File: src/rtl/add_seq_ctrl_pkg.sv
// Shared definitions for the word-serial add/subtract sequencer.
package add_seq_ctrl_pkg;

    localparam int WBITS = 5;

    typedef enum logic [1:0] {
        IDLE = 2'd0,
        RUN  = 2'd1,
        DONE = 2'd2
    } state_t;

    // Width of the word index counter; a single-word build still needs one bit.
    function automatic int idx_width(input int words);
        return (words > 1) ? $clog2(words) : 1;
    endfunction

endpackage

File: src/rtl/add5_slice.sv
// One 5-bit ripple-carry adder slice, reused for every word of a wide operation.
module add5_slice
    import add_seq_ctrl_pkg::*;
(
    input  logic [WBITS-1:0] a,
    input  logic [WBITS-1:0] b,
    input  logic             ci,
    output logic [WBITS-1:0] s,
    output logic             co
);

    function automatic logic fa_sum(input logic x, input logic y, input logic c);
        return x ^ y ^ c;
    endfunction

    function automatic logic fa_carry(input logic x, input logic y, input logic c);
        return (x & y) | (x & c) | (y & c);
    endfunction

    logic [WBITS:0] carry;

    // Ripple the carry through one full adder per bit.
    always_comb begin
        carry    = '0;
        s        = '0;
        carry[0] = ci;
        for (int i = 0; i < WBITS; i++) begin
            s[i]       = fa_sum(a[i], b[i], carry[i]);
            carry[i+1] = fa_carry(a[i], b[i], carry[i]);
        end
        co = carry[WBITS];
    end

endmodule

File: src/rtl/add_seq_ctrl.sv
// Word-serial add/subtract controller: walks a WORDS x 5-bit operation through a
// single shared 5-bit slice, least-significant word first.
module add_seq_ctrl
    import add_seq_ctrl_pkg::*;
#(
    parameter  int WORDS = 4,
    localparam int W     = WBITS * WORDS
) (
    input  logic         clk,
    input  logic         rst_n,
    input  logic         start,
    input  logic         sub,
    input  logic         clr,
    input  logic [W-1:0] a,
    input  logic [W-1:0] b,
    input  logic         cin,
    output logic         busy,
    output logic         done,
    output logic [W-1:0] sum,
    output logic         cout
);

    localparam int            IW   = idx_width(WORDS);
    localparam logic [IW-1:0] LAST = IW'(WORDS - 1);

    state_t         state;
    state_t         state_d;
    logic           load;
    logic           step;
    logic [IW-1:0]  idx;
    logic           carry_q;
    logic [W-1:0]   a_q;
    logic [W-1:0]   b_q;

    logic [WBITS-1:0] a_words [WORDS];
    logic [WBITS-1:0] b_words [WORDS];
    logic [WBITS-1:0] slice_s;
    logic             slice_co;

    for (genvar g = 0; g < WORDS; g++) begin : g_split
        assign a_words[g] = a_q[g*WBITS +: WBITS];
        assign b_words[g] = b_q[g*WBITS +: WBITS];
    end

    add5_slice u_slice (
        .a  (a_words[idx]),
        .b  (b_words[idx]),
        .ci (carry_q),
        .s  (slice_s),
        .co (slice_co)
    );

    assign busy = (state == RUN);
    assign done = (state == DONE);

    // Next-state decode; clr overrides everything, including a same-cycle start.
    always_comb begin
        state_d = state;
        load    = 1'b0;
        step    = 1'b0;
        case (state)
            IDLE: begin
                if (start) begin
                    load    = 1'b1;
                    state_d = RUN;
                end
            end
            RUN: begin
                step = 1'b1;
                if (idx == LAST) begin
                    state_d = DONE;
                end
            end
            DONE: begin
                if (start) begin
                    load    = 1'b1;
                    state_d = RUN;
                end else begin
                    state_d = IDLE;
                end
            end
            default: state_d = IDLE;
        endcase
        if (clr) begin
            state_d = IDLE;
            load    = 1'b0;
            step    = 1'b0;
        end
    end

    // State, operand capture and per-word result/carry update.
    always_ff @(posedge clk or negedge rst_n) begin
        if (!rst_n) begin
            state   <= IDLE;
            idx     <= '0;
            carry_q <= 1'b0;
            a_q     <= '0;
            b_q     <= '0;
            sum     <= '0;
            cout    <= 1'b0;
        end else begin
            state <= state_d;
            if (load) begin
                a_q     <= a;
                b_q     <= sub ? ~b : b;
                carry_q <= sub ? 1'b1 : cin;
                idx     <= '0;
            end else if (step) begin
                for (int w = 0; w < WORDS; w++) begin
                    if (idx == IW'(w)) begin
                        sum[w*WBITS +: WBITS] <= slice_s;
                    end
                end
                carry_q <= slice_co;
                if (idx == LAST) begin
                    cout <= slice_co;
                end else begin
                    idx <= idx + 1'b1;
                end
            end
        end
    end

endmodule

File: config.mk
export PLATFORM = sky130hd
export DESIGN_NAME = add_seq_ctrl
export DESIGN_NICKNAME = d
export VERILOG_FILES = /design/src/rtl/add_seq_ctrl_pkg.sv /design/src/rtl/add5_slice.sv /design/src/rtl/add_seq_ctrl.sv
export SDC_FILE = /design/constraint.sdc
export NUM_CORES = 1
export LEC_CHECK = 0
export CORE_ASPECT_RATIO = 0.7
export CORE_MARGIN = 3
export CORE_UTILIZATION = 50
export CTS_CLUSTER_DIAMETER = 80
export CTS_CLUSTER_SIZE = 20
export DETAILED_ROUTE_END_ITERATION = 6
export PLACE_DENSITY_LB_ADDON = 0.15
export SYNTH_ARGS = -nofsm -noshare
export SYNTH_HDL_FRONTEND = slang
export SYNTH_SLANG_ARGS = --single-unit
File: constraint.sdc
create_clock -name clk -period 4.1 [get_ports clk]
set_input_delay 0.615 -clock clk [delete_from_list [all_inputs] [get_ports clk]]
set_output_delay 0.615 -clock clk [all_outputs]
set_load 0.005 [all_outputs]
==> results.ini <==
[status]
status=finished clean

[synthesis]
synth_nets=287
synth_ff_type=dfrtp_1
syn_inst=232
avgSynthCellArea_um2=13.4
synth-async-reset-ratio_pct=100
synth_area_um2=3100
synth.distinct_cells=23
ys_seq_area_share_pct=53.2
ys_ff_latch=66
ys_warn_count=0
synth-edff-count=0

[route]
viasPerCell=5.22
dr.pass1.iters=4
drt_iter0_drc=49
drcViolationCount=0
ant_nets=0
routed_wl_um=6140
vias=1985
wl_per_cell_um=16.1

[finish]
fin_nets=356
fin_cells=380
fillers=445
regArea_um2=1650
area_growth_syn_to_layout_pct=30.4
multiInputGateArea_um2=1340
drive_above_1_share_pct=23.9
diodes=0

[setup_path]
path_class=flop to flop
cp-end-kind=flop
critPathSlowestCell=mux4_2
regToRegStartpoint=idx[0]
crit_top_cell=fa_1
worstSetupStartpointType=flop
crit_chain=buf_4 > mux4_2 > fa_1 > fa_1 > fa_1 > fa_1 > inv_1 > fa_1 > o21ai_0
startpoint=idx[0]
path_max_fanout=5
cp.arrival_ns=3.73
worst_path_largest_cell_delay_ns=0.53
worst-endpoint-required_ns=4.34

[clock_network]
cts_tree=yes
cts_resized=0
cts.sinks=66
path_clk_slew_ns=0.06
cts-root-buf=clkbuf_8
cts-hold-fix-buffers=0
postCtsSetupBuffers=0
numCtsBuffers=9
clk_path_buf_depth=2
insertion_delay_ns=0.33
htree_levels=3

[pwr]
clock_power_share_pct=21.6
total_leakage_power_uw=0.00166
internal-power_uw=1770
irDropWorstVdd_uv=288
p_comb_share_pct=40.5
switchingPower_uw=790
seqPwrFrac_pct=38.0
swShare_pct=30.9
power.density_nw_per_um2=632

[grt]
overflow=0
grt_pass1_wl_um=10200
grt_pass1_vias=2040
grtUsageTotal_pct=18.6
antenna_found_initial=0
grt_start_max_net_pins=48

[floorplan]
fp.coreArea_um2=5870
num_rows=23
start_util_pct=52.8
die_w_um=100
dieArea_um2=7200
die_h_um=71.9
num_io_pins=69

[sta]
fin_ws_ns=0.615
slew_headroom_pct=25.4
worst_hold_slack_ns=0.470
finalCritPeriodShare_pct=85.0
max_freq_ghz=0.287
hold_viol=0
grt_setup_unrepaired=no
setup_viol=0
tns_ns=0
finalCriticalPeriod_ns=3.49
tightestPinTransition_ns=1.12
drv_slew=0
fin_worst_skew_ns=0.00505

[placed_design]
port_buffers=68
place_hpwl_um=4580
place_ws_ns=0.605
place_inst=365
gp_congestion=0.803

[min_path]
min_path_type=input pin to async pin

[flow_run]
maxCapViolCount=0

-- registers in the layout, summed over array words and instances, names as in the netlist --
| register | cells |
|---|---|
| a_q | 20 |
| b_q | 20 |
| carry_q | 1 |
| cout | 1 |
| idx | 2 |
| state | 2 |
| sum | 20 |
-- synth_stat cells (3+ instances only) --
master	instances	share of area, %
dfrtp_1	66	53
mux2_2	36	13
nor2_1	23	2.8
a21oi_1	22	3.5
xnor2_1	21	5.9
mux4_2	10	7.3
buf_2	6	0.97
inv_1	6	0.73
nand2_1	6	0.73
o21ai_0	6	0.97
fa_1	5	3.2
clkbuf_1	4	0.48
ha_1	4	1.6
nand4bb_1	4	1.5
buf_4	3	0.73
-- layout by cell type (no fill, tap or decap), drive strengths merged --
cell	n
bufinv	1
clkinv	1
and2b	2
nor4b	1
clkbuf	13
a21oi	22
nand2	6
nor2	23
or2	1
clkdlybuf4s50	67
a221oi	1
nand4bb	4
or3b	1
mux4	10
buf	7
nor3b	1
ha	4
xnor2	21
inv	6
fa	5
dfrtp	66
mux2	36
o21ai	6
-- critical path, delay by kind of cell, from the launching register on --
| kind | cells | cell delay, ns |
|---|---|---|
| AOI/OAI and AO/OA | 1 | 0.19 |
| adders and majority gates | 5 | 2.03 |
| buffers and inverters | 2 | 0.27 |
| DFF | 1 | 0.39 |
| muxes | 1 | 0.53 |
-- final timing paths --
kind	depth (start not counted)	endpoint	slack (ns)
max in group asynchronous	2	b_q[15]	2.77
max reg2reg	9	sum[9]	0.61
min in group clk	2	sum[4]	0.49
min reg2reg	2	sum[4]	0.49
max	9	sum[9]	0.61
min	1	sum[10]	0.47
-- power groups by stage --
stage / Sequential (µW) / Combinational (µW) / Clock [µW]
after CTS: 974 / 1060 / 563
after global placement: 976 / 1030 / 0
after detailed placement: 985 / 1050 / 0
final: 971 / 1040 / 552
after global routing: 1000 / 1140 / 588
after floorplan: 959 / 629 / 0
-- metrics by stage --
stage / utilization, % / power, µW / instance area (µm²)
floorplan: - / 1590 / 3100
global placement: 65.4 / 2000 / 3840
detailed placement: 65.4 / 2030 / 3840
CTS: 68.9 / 2590 / 4050
global route: 68.9 / 2730 / 4050
finish: 68.9 / 2560 / 4050
-- area by class of cell --
class	count	share of cell area, %
inverters	6	0.557
clock inverters	2	0.866
multi-input cells	144	33.1
well taps	75	2.32
repair buffers	74	18.1
clock buffers	13	4.18
flip-flops and latches	66	40.8
-- cell families (layout without fill, tap and decap cells) --
logic type / count (synthesis) / count (layout) / share of synthesized area, %
adder cells (fa/ha/maj): 9 / 9 / 4.84
multiplexers: 46 / 46 / 20.3
buffers and inverters: 22 / 95 / 3.75
AO/OA/AOI/OAI: 29 / 29 / 5.00
flip-flops: 66 / 66 / 53.2
AND/OR/NAND/NOR: 39 / 39 / 6.90
XOR/XNOR: 21 / 21 / 5.93
-- routing by layer --
metal	part of all wire, %	GRT usage [%]	up-vias	wire [µm]
met1	44	25.2	983	2710
met5	0	0	-	0
met4	0.95	4.93	0	58
met2	49	29.7	60	3000
met3	6.0	5.48	6	367
li1	-	-	936	-
Note: power is estimated with default switching activity, not from simulation.
